**config.mk**
```make
export PLATFORM = sky130hd
export DESIGN_NAME = mult_hilo_seq
export DESIGN_NICKNAME = d
export VERILOG_FILES = /design/src/rtl/mips_pkg.sv /design/src/rtl/mult_pp_and.sv /design/src/rtl/mult_hilo_seq.sv
export SDC_FILE = /design/constraint.sdc
export NUM_CORES = 1
export LEC_CHECK = 0
export ABC_AREA = 1
export ABC_CLOCK_PERIOD_IN_PS = 2700
export CELL_PAD_IN_SITES_DETAIL_PLACEMENT = 0
export CELL_PAD_IN_SITES_GLOBAL_PLACEMENT = 2
export CORE_ASPECT_RATIO = 2
export CORE_MARGIN = 5
export CORE_UTILIZATION = 30
export DETAILED_ROUTE_END_ITERATION = 12
export PLACE_DENSITY_LB_ADDON = 0.1
export REMOVE_ABC_BUFFERS = 1
export SYNTH_ARGS = -nofsm -noshare
export SYNTH_HDL_FRONTEND = slang
export SYNTH_SLANG_ARGS = --single-unit
```
**constraint.sdc**
```tcl
create_clock -name clk -period 2.7 [get_ports clk]
set_input_delay 0.405 -clock clk [delete_from_list [all_inputs] [get_ports clk]]
set_output_delay 0.405 -clock clk [all_outputs]
set_load 0.02 [all_outputs]
```
**src/rtl/mips_pkg.sv**
```systemverilog
// Shared MIPS execute-stage types and constants.
// Used by the HI/LO multiplier and its helpers.
package mips_pkg;

  localparam int MIPS_WIDTH = 32;

  typedef enum logic [1:0] {
    IDLE  = 2'd0,
    RUN   = 2'd1,
    FIXUP = 2'd2,
    DONE  = 2'd3
  } mult_state_t;

endpackage

```
**src/rtl/mult_pp_and.sv**
```systemverilog
// Partial product former for the shift-add multiplier.
// Gates the multiplicand with the current multiplier bit.
module mult_pp_and #(
  parameter int WIDTH = 32
) (
  input  logic [WIDTH-1:0] mcand,
  input  logic             sel,
  output logic [WIDTH-1:0] pp
);

  assign pp = mcand & {WIDTH{sel}};

endmodule

```
**src/rtl/mult_hilo_seq.sv**
```systemverilog
// Sequential shift-add multiplier with MIPS HI/LO registers.
// Signed mult support is built only with MULT_SIGNED_EN defined.
module mult_hilo_seq
  import mips_pkg::*;
#(
  parameter int WIDTH = MIPS_WIDTH,
  parameter int CNT_W = $clog2(WIDTH) + 1
) (
  input  logic             clk,
  input  logic             reset_n,
  input  logic             start,
`ifdef MULT_SIGNED_EN
  input  logic             op_signed,
`endif
  input  logic [WIDTH-1:0] a,
  input  logic [WIDTH-1:0] b,
  input  logic             hi_we,
  input  logic             lo_we,
  input  logic [WIDTH-1:0] wdata,
  output logic             busy,
  output logic             done,
  output logic [WIDTH-1:0] hi,
  output logic [WIDTH-1:0] lo
);

  localparam int PW = 2 * WIDTH;
  localparam logic [CNT_W-1:0] LAST = CNT_W'(WIDTH - 1);

  mult_state_t      state;
  logic [WIDTH-1:0] mcand;
  logic [WIDTH-1:0] mplier;
  logic [WIDTH-1:0] acc;
  logic [CNT_W-1:0] cnt;
  logic [WIDTH-1:0] pp;
  logic [WIDTH:0]   sum;
  logic [WIDTH-1:0] a_in;
  logic [WIDTH-1:0] b_in;

  mult_pp_and #(
    .WIDTH(WIDTH)
  ) u_pp (
    .mcand(mcand),
    .sel  (mplier[0]),
    .pp   (pp)
  );

  // carry out of the add is kept as the shifted-in MSB
  assign sum = {1'b0, acc} + {1'b0, pp};

`ifdef MULT_SIGNED_EN
  logic             neg;
  logic             neg_in;
  logic [PW-1:0]    prod_neg;

  // magnitudes go through the unsigned core; the sign is fixed up at the end
  always_comb begin
    a_in   = a;
    b_in   = b;
    neg_in = op_signed & (a[WIDTH-1] ^ b[WIDTH-1]);
    if (op_signed && a[WIDTH-1])
      a_in = ~a + WIDTH'(1);
    if (op_signed && b[WIDTH-1])
      b_in = ~b + WIDTH'(1);
  end

  assign prod_neg = ~{acc, mplier} + PW'(1);
`else
  assign a_in = a;
  assign b_in = b;
`endif

  // control FSM, shift-add datapath and HI/LO registers
  always_ff @(posedge clk or negedge reset_n) begin
    if (!reset_n) begin
      state  <= IDLE;
      busy   <= 1'b0;
      done   <= 1'b0;
      hi     <= '0;
      lo     <= '0;
      cnt    <= '0;
      mcand  <= '0;
      mplier <= '0;
      acc    <= '0;
`ifdef MULT_SIGNED_EN
      neg    <= 1'b0;
`endif
    end else begin
      done <= 1'b0;
      case (state)
        IDLE: begin
          if (start) begin
            mcand  <= a_in;
            mplier <= b_in;
            acc    <= '0;
            cnt    <= '0;
            busy   <= 1'b1;
            state  <= RUN;
`ifdef MULT_SIGNED_EN
            neg    <= neg_in;
`endif
          end else begin
            if (hi_we)
              hi <= wdata;
            if (lo_we)
              lo <= wdata;
          end
        end
        RUN: begin
          acc    <= sum[WIDTH:1];
          mplier <= {sum[0], mplier[WIDTH-1:1]};
          cnt    <= cnt + CNT_W'(1);
          if (cnt == LAST) begin
`ifdef MULT_SIGNED_EN
            state <= FIXUP;
`else
            state <= DONE;
`endif
          end
        end
`ifdef MULT_SIGNED_EN
        FIXUP: begin
          if (neg)
            {acc, mplier} <= prod_neg;
          state <= DONE;
        end
`endif
        DONE: begin
          hi    <= acc;
          lo    <= mplier;
          done  <= 1'b1;
          busy  <= 1'b0;
          state <= IDLE;
        end
        default: begin
          state <= IDLE;
          busy  <= 1'b0;
        end
      endcase
    end
  end

endmodule

```
-- Word-level counts from Yosys, hierarchy flattened
Index checks and enable logic that the tools add are counted.
- input bits: 101
- output and inout bits: 66
- register bits after elaboration: 170
- word-level logic and storage cells: 48
- multiplexer cells: 18
- reduce and logical (&&, ||, !) cells: 9
- bitwise operators: 2
- eq/ne operators: 8
- $add $sub $neg: 2
- operators with widths (cell ; count):
    32-bit case mux with 2 select lines ; 4
    32-bit 2-to-1 mux ; 6
    32-bit by 32-bit adder with 33-bit output ; 1
    32-bit bitwise AND ; 1
    6-bit case mux with 2 select lines ; 1
    2-bit inequality test (second input constant) ; 5
    2-bit AND reduction ; 4
    6-bit by 1-bit adder with 6-bit output (second input constant) ; 1
    6-bit by 5-bit == test with 1-bit output (second input constant) ; 1
    6-bit 2-to-1 mux ; 1
    3-bit AND reduction ; 2
    2-bit 2-to-1 mux ; 2
    2-bit case mux with 2 select lines ; 1
    2-bit nonzero test ; 2
    2-bit by 1-bit == test with 1-bit output (second input constant) ; 1
    2-bit == test (second input constant) ; 1
    2-bit zero test ; 1
    1-bit 2-to-1 mux ; 2
    1-bit case mux with 2 select lines ; 1
    1-bit NOT ; 1

-- Logic depth before layout (Yosys ltp)
- depth after elaboration: 3
- depth in mapped cells: 18
- gate-level depth less buffers: 16

-- Cells and area by module
From an unflattened synthesis, not the netlist that was laid out.
- cells, all modules: 1404
- area total of the unflattened synthesis: 9776.9 µm²
- modules (own cells, without submodules) (module ; cells each ; area each (µm²) ; seq. area each (µm²) ; instances):
    mult_hilo_seq ; 1337 ; 9502.9 ; 4254.1 ; 1
    mult_pp_and ; 67 ; 274.0 ; 0.0 ; 1

-- Worst setup path before layout
OpenSTA, ideal clock, no wires.
- path type: reg2reg
- from: register mplier[0]
- to: register acc[28]
- setup time: 0.117 ns
- period minus slack after synthesis: 2.082 ns
- data required time: 2.583 ns
- arrival: 1.964 ns
- path buffers: 2
- stages on the path, launching flop included: 15
- setup slack: 0.618 ns
- path through: dfrtp_1 -> clkbuf_1 -> clkbuf_1 -> nand2_1 -> inv_1 -> ha_1 -> or2_1 -> nand3_1 -> nand2_1 -> nand2_1 -> nand2_2 -> nand2_1 -> nand3_1 -> nand3_1 -> nand2_1
- word-level cells in the longest chain between the ends: 3
- ends and longest elaborated chain (item ; RTL line ; RTL):
    start, declared ; mult_hilo_seq.sv:31 ; logic [WIDTH-1:0] mplier;
    start signal, assigned ; mult_hilo_seq.sv:93 ; mplier <= b_in;
    start signal, assigned ; mult_hilo_seq.sv:110 ; mplier <= {sum[0], mplier[WIDTH-1:1]};
    32-bit bitwise AND ; mult_pp_and.sv:11 ; assign pp = mcand & {WIDTH{sel}};
    32-bit by 32-bit adder with 33-bit output ; mult_hilo_seq.sv:48 ; assign sum = {1'b0, acc} + {1'b0, pp};
    32-bit case mux with 2 select lines ; mult_hilo_seq.sv:89 ; case (state)
    end signal, assigned ; mult_hilo_seq.sv:109 ; acc <= sum[WIDTH:1];
    end, declared ; mult_hilo_seq.sv:32 ; logic [WIDTH-1:0] acc;
Every way passes these cells.
A chain may end at the register's enable or synchronous reset.

-- Worst setup path in the final report
- from: register mplier[0]
- to: register acc[29]
Same word-level chain as after synthesis.

==> impl_metrics.ini <==
[sta]
hold_viol = 0
tightest_slew_ns = 0.6588
slew_viol_final = 0
rsz0062_at_grt = no
slew_headroom_pct = 56.08
fin_skew_ns = 0.01022
period_share_pct = 88.64
setup_tns_ns = 0
layout_min_cycle_time_ns = 2.393
setup_ws_ns = 0.3067
final-setup-viol-count = 0
fmax_mhz = 417.8

[finish]
syn2layout_area_growth_pct = 27.90
nFillCells = 3511
drive_gt1_share_pct = 6.722
final_area_um2 = 12690
fin_util_pct = 38.66
nNetsFinal = 1699

[floorplan]
die-area_um2 = 37020
ios = 167
core_area_um2 = 32810
die_w_um = 138.6
initial_core_util_pct = 30.23
die_h_um = 267.1
row_count = 94

[critical_path]
cp.buffers_inverters = 4
cp_cell_sequence = buf_12 > nand2_1 > inv_1 > ha_1 > nand2_1 > inv_1 > nand2_1 > inv_1 > a21oi_1 > nand2_2 > nand2_1 > nand2_1 > nand2_1 > nand3_1 > nand2_1
worstSetupEndpointType = register
arrival_ns = 2.73
crit_top_cell = nand2_1
worstSetupPathType = reg2reg
cp_slowest_cell = dfrtp_1
cp-start-kind = register
crit_required_ns = 3.04
path_max_fanout = 33
cp_top_family = simple AND/OR/NAND/NOR gates
cpPeakStageDelay_ns = 0.41

[synthesis]
avgSynthCellArea_um2 = 7.069
ys_warn_count = 0
yosysSeqAreaShare_pct = 42.89
synth_area_leaders = dfrtp_1 43%, nand2_1 22%, inv_1 8.3%
synth.top_cell.area_share_pct = 42.89
synth_top_cell_by_area = dfrtp_1
synth_cell_types = 39
ys_ff_latch = 170
synthCells = 1403
syn-cell-area_um2 = 9918

[clock_tree]
cts_inserted_buffers = 17
clock_latency_ns = 0.45
htreeDepth = 4
cts_tree = yes
hold_buffers = 1
clock_sinks = 170
cts_root_buffer = clkbuf_16
post_cts_buffers = 0
clk_pin_slew_ns = 0.08
post_cts_resized = 0
clockBufferDepth = 2

[route]
routed_via_density = 4.534
routed_wl_mm = 35.68
maxUsedRoutingLayer = met4
ant_nets = 0
met1_length_mm = 14.08
wl_met2_mm = 19.47
drcViolationCount = 0
wl_per_cell_um = 17.75
dr.pass1.iters = 4
wl_met3_mm = 1.158
dr_total_vias = 9113
drtIter0Drc = 328

[global_route]
grt_remaining_overflow = 0
grt_pass1_wl_mm = 55.44
grt_pass1_vias = 9464
antenna_found_initial = 1
grt_usage_pct = 19.40
grt_max_degree = 80

[outcome]
status = finished clean

[pwr]
leakage_uw = 0.006776
pwr_density_cell_nw_per_um2 = 1318
irDropWorstVdd_uv = 527.4

[placed_design]
io_buffers = 166
gp_congestion = 0.8543
hpwl_mm = 27.26
pre_cts_ws_ns = 0.3144
placed_cell_area_um2 = 12110

[run]
max-cap-violations = 0

[hold_path]
hold_class = in2reg
Yosys cell counts (all sizes together):
library cell / n
inv: 227
nor3: 5
a21oi: 62
nor2: 90
a21o: 1
o2111ai: 1
o22ai: 35
nand4: 3
ha: 33
clkinv: 1
o21bai: 3
a21boi: 1
a22oi: 32
xnor2: 2
a32o: 1
dfrtp: 170
o21ai: 20
nand3: 74
nand2: 583
nand3b: 2
or2: 2
xor2: 1
a22o: 1
clkbuf: 5
fa: 1
buf: 45
o211ai: 1
o31ai: 1
cell type report:
| cell class | count | area (um^2) | area share [%] |
|---|---|---|---|
| diodes | 1 | 2.502 | 0.01973 |
| clock buffers | 18 | 429.2 | 3.383 |
| clock inverters | 14 | 132.6 | 1.045 |
| inverters | 228 | 855.8 | 6.746 |
| multi-input cells | 955 | 4523 | 35.65 |
| flip-flops and latches | 170 | 4254 | 33.53 |
| well taps | 432 | 540.5 | 4.261 |
| repair buffers | 192 | 1948 | 15.36 |
cell families after synthesis:
group                    share of synthesized area, %
AO/OA/AOI/OAI                                   10.57
XOR/XNOR                                       0.2650
adder cells (fa/ha/maj)                         4.365
buffers and inverters                           11.50
flip-flops                                      42.89
AND/OR/NAND/NOR                                 30.40
state kept, by name, summed over array words and instances (netlist names):
register  count
mplier       32
acc          32
busy          1
hi           32
done          1
cnt           6
mcand        32
state         2
lo           32
per-stage QoR:
step	hold slack, ns	power, uW	std cells
2_1_floorplan	0.1094	10600	1353
3_3_place_gp	0.4477	14500	1976
3_5_place_dp	0.4485	14550	1976
4_1_cts	0.4475	17060	2009
5_1_grt	0.4643	18280	2010
6_report	0.4786	16720	2010
cells in the final DEF (no fill, tap or decap), types with 4 or more instances in the layout:
cell,n
ha_1,33
inv_1,219
clkinvlp_4,4
nand2_1,575
buf_12,7
a21oi_1,37
clkdlybuf4s50_1,165
a22oi_1,32
nor2_1,85
nand3_1,73
o21ai_1,4
nor3_1,5
o22ai_1,35
buf_4,18
clkbuf_16,17
dfrtp_1,170
inv_2,8
nand2_2,8
o21ai_0,16
a21oi_2,25
worst reg2reg max path, cell delays in order (launching register included):
cell and delay [ns]:
dfrtp_1 0.41, buf_12 0.18, nand2_1 0.09, inv_1 0.04, ha_1 0.40, nand2_1 0.16, inv_1 0.10, nand2_1 0.08
inv_1 0.18, a21oi_1 0.11, nand2_2 0.17, nand2_1 0.13, nand2_1 0.08, nand2_1 0.04, nand3_1 0.06, nand2_1 0.05
power by group:
part / switching, uW / internal [uW] / total (uW)
clock: 1190 / 1220 / 2410
sequential: 1020 / 3860 / 4890
combinational: 5870 / 3550 / 9420
total: 8090 / 8630 / 16700
layer usage:
metal  GRT usage [%]  up-vias
li1                -     4670
met1           21.04     4230
met2           37.63      170
met3           3.305       43
met4           6.629        0
met5               0        -
path summary, 6_finish.rpt:
check	from	endpoint	slack (ns)	cells past startpoint
min in group asynchronous	reset_n	lo[2]	0.50	2
max	mplier[0]	acc[29]	0.31	15
min	a[8]	mcand[8]	0.48	3
max reg2reg	mplier[0]	acc[29]	0.31	15
min reg2reg	mcand[20]	mcand[20]	0.48	2
max in group asynchronous	reset_n	hi[11]	1.38	3
(Power assumes the default switching activity.)
==> edit 1 (config.mk and constraints unchanged) <==
The option `MULT_SIGNED_EN` is turned on by a define.
--- a/src/rtl/mult_hilo_seq.sv
+++ b/src/rtl/mult_hilo_seq.sv
@@ -1,5 +1,7 @@
 // Sequential shift-add multiplier with MIPS HI/LO registers.
 // Signed mult support is built only with MULT_SIGNED_EN defined.
+`define MULT_SIGNED_EN
+
 module mult_hilo_seq
   import mips_pkg::*;
 #(
Interface: changed (added op_signed); port bits go from 167 to 168. The function was not compared with the original's and may differ.
==> edit 1 against the original RTL <==
  * First-iteration DRC count increased to 2.9 times the old value
  * Core utilization decreased by 0.38 points
  * Count of clock-buffer cells in the layout increased by 1
  * Sequential cell count increased by 1
  * Sequential share of layout area decreased by 9.6 points
  * Critical path type unchanged
  * Worst setup slack got worse by 0.13 ns
  * Critical endpoint is now acc[31]$_DFFE_PN0P_
  * Routed wire length increased by 96%
  * Global-route usage increased by 7.5 points
  * Total power increased by 21%
  * Design area increased by 41%
  * Clock skew increased by 0.0069 ns
  * Area after synthesis increased by 43%
==> edit 1: results (changes against the original RTL) <==
synthMuxAreaShare_pct: 0  # unchanged
drt-wirelength-per-cell_um: 21.9  # was 17.7 um
grt.met2_usage_pct: 54.0  # was 37.6%
worstSkewPairLatency_ns: 0.47  # was 0.45 ns
hold_ws_ns: 0.498  # was 0.479 ns
cpPeakStageDelay_ns: 0.42
dp.cells: 3164  # was 1976
crit_fanout: 28  # was 33
synth-compound-area-share_pct: 12.7  # was 10.6%
dp_hpwl_mm: 58.2  # was 27.3 mm
grt_first_pass_wirelength_mm: 102  # was 55.4 mm
nFillCells: 5161  # was 3511
syn_avg_cell_area_um2: 6.07  # was 7.07 um2
post_dp_cell_area_um2: 17200  # was 12100 um2
leakage_nw: 8.72  # was 6.78 nW
critical-path-top-delay-family: "simple AND/OR/NAND/NOR gates"  # unchanged
worstPathArrival_ns: 2.93  # was 2.73 ns
clk_path_buf_depth: 2  # unchanged
clock_skew_ns: 0.0171  # was 0.0102 ns
synthXorXnorAreaFrac_pct: 2.29  # was 0.265%
r2r_setup_slack_ns: 0.17  # was 0.31 ns
synthArstFlopShare_pct: 100  # unchanged
wl_met1_mm: 23.0  # was 14.1 mm
ir_worst_vdd_mv: 0.687  # was 0.527 mV
grt_max_degree: 66  # was 80
yosysUniqueCellTypes: 50  # was 39
dr_wl_met3_mm: 1.85  # was 1.16 mm
antenna_found_initial: 0  # was 1
grt.met3_usage_pct: 2.23  # was 3.31%
wl_mm: 70.0  # was 35.7 mm
cts.htree.levels: 4  # unchanged
place_ws_ns: 0.0610  # was 0.314 ns
grt_use_met1_pct: 25.1  # was 21.0%
maxSlewHeadroom_pct: 48.1  # was 56.1%
diodes: 0  # was 1
clk_pin_slew_ns: 0.07
vias: 16100  # was 9113
ys_top_cells_by_area: "dfrtp_1 30%, nand2_1 21%, nor2_1 8.4%, inv_1 7.4%, nand3_1 6.0%"  # was dfrtp_1 43%, nand2_1 22%, inv_1 8.3%, ha_1 4.2%, nand3_1 3.7%
drive_gt1_share_pct: 7.90  # was 6.72%
status: "finished, final reports clean"  # unchanged
synth_seq_area_share_pct: 30.2  # was 42.9%
met2_length_mm: 39.7  # was 19.5 mm
firstDrtPassIters: 6  # was 4
io_buffers: 167  # was 166
yosysWarnings: 0  # unchanged
grt_usage_pct: 26.9  # was 19.4%
worstReg2RegEnd: "acc[31]$_DFFE_PN0P_"  # was acc[29]$_DFFE_PN0P_
final_nets: 2700  # was 1699
synth_common_cells: "797 x nand2_1, 318 x nor2_1, 280 x inv_1"  # was 575 x nand2_1, 219 x inv_1, 170 x dfrtp_1
crit_slowest_cell: "nor3_1"  # was dfrtp_1
drt_iter0_drc: 947  # was 328
synth_fa_ha_area_share_pct: 3.67  # was 4.36%
globalplace.congestion: 0.950  # was 0.854
fmax_mhz: 396  # was 418 MHz
hold_path_class: "input port to async pin"  # was input port to register
reg2regPathDepth: 15  # unchanged
reg2reg_from: "mplier[0]$_DFFE_PN0P_"  # unchanged
## edit 1: how the worst max path moves through the flow
stage,depth (start not counted),to,startpoint
after floorplan,12,mplier[14]$_DFFE_PN0P_,state[0]$_DFFE_PN0P_
after global placement,15,acc[8]$_DFFE_PN0P_,mplier[0]$_DFFE_PN0P_
after detailed placement,15,acc[8]$_DFFE_PN0P_,mplier[0]$_DFFE_PN0P_
after CTS,15,acc[8]$_DFFE_PN0P_,mplier[0]$_DFFE_PN0P_
after global routing,16,acc[24]$_DFFE_PN0P_,mplier[0]$_DFFE_PN0P_
final,15,acc[31]$_DFFE_PN0P_,mplier[0]$_DFFE_PN0P_
## edit 1: per-stage QoR
step / setup TNS [ns] / util (%)
global route: 0 / 38.3
detailed placement: 0 / 36.9
finish: 0 / 38.3
global placement: 0 / 36.9
floorplan: -81.44 / -
CTS: 0 / 38.2
## edit 1: area by class of cell
| type | instances | area share, % |
|---|---|---|
| well taps | 627 | 4.39 |
| clock buffers | 19 | 2.48 |
| clock inverters | 13 | 0.693 |
| flip-flops and latches | 171 | 24.0 |
| repair buffers | 273 | 14.3 |
| multi-input cells | 1805 | 48.1 |
| inverters | 289 | 6.07 |
## edit 1: timing repair
action,CTS,global route
hold buffers,1,0
resized for setup,0,18
setup endpoints to repair,0,14
hold endpoints to repair,44,0
## edit 1: report_power, final
group	switching [W]	leakage, nW	internal (W)
sequential	0.00134	2.07	0.00379
combinational	0.00818	6.38	0.00435
clock	0.00128	0.278	0.00125
total	0.0108	8.72	0.00939
## edit 1: kinds of logic (layout without fill, tap and decap cells)
group / count (synthesis) / in the layout
compound gates: 320 / 320
xor+xnor: 37 / 37
fa+ha+maj: 41 / 41
buf+inv: 358 / 594
flops: 171 / 171
simple gates: 1407 / 1407
==> edit 2 (same settings) <==
Made on the original files. Put one more register stage on the output `lo`. The value now appears one clock later. The other outputs are not delayed to match.
--- a/src/rtl/mult_hilo_seq.sv
+++ b/src/rtl/mult_hilo_seq.sv
@@ -25,6 +25,8 @@
 
   localparam int PW = 2 * WIDTH;
   localparam logic [CNT_W-1:0] LAST = CNT_W'(WIDTH - 1);
+
+  logic [WIDTH-1:0] lo_s0;
 
   mult_state_t      state;
   logic [WIDTH-1:0] mcand;
@@ -76,7 +78,7 @@
       busy   <= 1'b0;
       done   <= 1'b0;
       hi     <= '0;
-      lo     <= '0;
+      lo_s0  <= '0;
       cnt    <= '0;
       mcand  <= '0;
       mplier <= '0;
@@ -102,7 +104,7 @@
             if (hi_we)
               hi <= wdata;
             if (lo_we)
-              lo <= wdata;
+              lo_s0 <= wdata;
           end
         end
         RUN: begin
@@ -126,7 +128,7 @@
 `endif
         DONE: begin
           hi    <= acc;
-          lo    <= mplier;
+          lo_s0 <= mplier;
           done  <= 1'b1;
           busy  <= 1'b0;
           state <= IDLE;
@@ -139,5 +141,9 @@
     end
   end
 
+  always_ff @(posedge clk) begin
+    lo <= lo_s0;
+  end
+
 endmodule
 
Check against the original RTL: not equivalent (Yosys sat finds a counterexample within 4 cycles, from zero or initial values and one cycle with reset_n low).
==> edit 2 against the original RTL <==
  * Critical path depth fell by 2
  * Combinational power decreased by 3.1%
  * Via count rose by 1.4%
  * Sequential share of layout area grew 2.9 points
  * Clock power up 32%
  * Routed wire length rose by 1.9%
  * Worst setup slack got worse by 0.084 ns
  * Design area increased by 5.9%
  * Total power grew 7.6%
  * Synthesized cell count up 1.4%
  * Area after synthesis increased by 5.9%
  * Sequential cell count rose by 32
  * Largest cell class is now registers
  * Highest routed layer unchanged
==> edit 2: results (changes against the original RTL) <==
status: "finished, final reports clean"  # unchanged
final-clk-cell-share_pct: 5.63  # was 4.43%
switching_share_pct: 45.1  # was 48.4%
multi_input_area_share_pct: 33.2  # was 35.7%
leakage_nw: 7.13  # was 6.78 nW
clk_pin_slew_ns: 0.06  # was 0.08 ns
cts.htree.levels: 1  # was 4
vias: 9243  # was 9113
grt_first_pass_wirelength_mm: 56.2  # was 55.4 mm
globalplace.congestion: 0.816  # was 0.854
ys_top_cells_by_area: "dfrtp_1 40%, nand2_1 20%, inv_1 7.9%, dfxtp_1 6.1%, ha_1 3.9%"  # was dfrtp_1 43%, nand2_1 22%, inv_1 8.3%, ha_1 4.2%, nand3_1 3.7%
antenna_found_initial: 0  # was 1
grt.met2_usage_pct: 36.3  # was 37.6%
wl_met1_mm: 14.2  # was 14.1 mm
hold_path_class: "register to register"  # was input port to register
hold_ws_ns: 0.370  # was 0.479 ns
multiInputCombCellCount: 943  # was 955
place_ws_ns: 0.0353  # was 0.314 ns
combPwrFrac_pct: 50.8  # was 56.4%
nFillCells: 3664  # was 3511
grt_usage_pct: 18.6  # was 19.4%
drive_gt1_share_pct: 5.62  # was 6.72%
fin_crit_ns: 2.48  # was 2.39 ns
drt_iter0_drc: 346  # was 328
synth_seq_area_share_pct: 46.6  # was 42.9%
drt-wirelength-per-cell_um: 17.8  # was 17.7 um
firstDrtPassIters: 7  # was 4
instances_no_fill: 2046  # was 2010
register_area_um2: 4890  # was 4250 um2
ir_worst_vdd_mv: 0.519  # was 0.527 mV
met2_length_mm: 19.9  # was 19.5 mm
cts_setup_buffers: 0  # unchanged
syn_inst: 1423  # was 1403
synth-seq-cells: 202  # was 170
r2r_setup_slack_ns: 0.22  # was 0.31 ns
clock_skew_ns: 0.0124  # was 0.0102 ns
grt_pass1_vias: 9741  # was 9464
grt.met3_usage_pct: 2.12  # was 3.31%
synth_common_cells: "564 x nand2_1, 221 x inv_1, 170 x dfrtp_1"  # was 575 x nand2_1, 219 x inv_1, 170 x dfrtp_1
worstSkewPairLatency_ns: 0.52  # was 0.45 ns
worstPathArrival_ns: 2.88  # was 2.73 ns
clock_buffers: 31  # was 18
buffers: 188  # was 192
synthArstFlopShare_pct: 84.2  # was 100%
critical-path-top-delay-family: "simple AND/OR/NAND/NOR gates"  # unchanged
clock_power_share_pct: 17.7  # was 14.4%
grt_use_met1_pct: 21.0  # about the same
clk_path_buf_depth: 3  # was 2
cts_inserted_buffers: 22  # was 17
maxSlewHeadroom_pct: 65.8  # was 56.1%
diodes: 0  # was 1
bufAreaShareNonClock_pct: 14.3  # was 15.4%
final_nets: 1720  # was 1699
grt_max_degree: 65  # was 80
[edit 2: cell types whose count changed after synthesis, moves of 3 or more]
cell	delta
a22oi_1	+11
buf_6	+3
nand3_1	-10
dfxtp_1	+32
nand2_1	-11
buf_1	-3
nand2_2	-3
a21oi_1	+15
a21oi_2	-15
[edit 2: kinds of logic (layout without fill, tap and decap cells)]
| group | Yosys count | count (layout) | share of synthesized area, % |
|---|---|---|---|
| adders and majority gates | 34 | 34 | 4.12 |
| xor gates and xnor gates | 5 | 5 | 0.417 |
| buffers and inverters | 278 | 456 | 11.0 |
| AOI/OAI and AO/OA | 169 | 169 | 10.1 |
| and+or+nand+nor | 735 | 735 | 27.8 |
| DFF | 202 | 202 | 46.6 |
[edit 2: path summary, 6_finish.rpt]
path / startpoint / end / cells after the start
max in group asynchronous: reset_n / mcand[23]$_DFFE_PN0P_ / 3
worst max-delay path: mplier[0]$_DFFE_PN0P_ / acc[26]$_DFFE_PN0P_ / 13
min in group asynchronous: reset_n / lo_s0[2]$_DFFE_PN0P_ / 2
worst max register to register: mplier[0]$_DFFE_PN0P_ / acc[26]$_DFFE_PN0P_ / 13
worst min register to register: lo_s0[27]$_DFFE_PN0P_ / lo[27]$_DFF_P_ / 0
worst min-delay path: lo_s0[27]$_DFFE_PN0P_ / lo[27]$_DFF_P_ / 0
[edit 2: stage by stage]
stage / power [W] / cell area (um2) / utilization, %
detailed placement: 0.0150 / 12700 / 36.4
CTS: 0.0184 / 13400 / 38.6
global route: 0.0197 / 13400 / 38.6
finish: 0.0180 / 13400 / 38.6
global placement: 0.0150 / 12700 / 36.4
floorplan: 0.0112 / 10200 / -
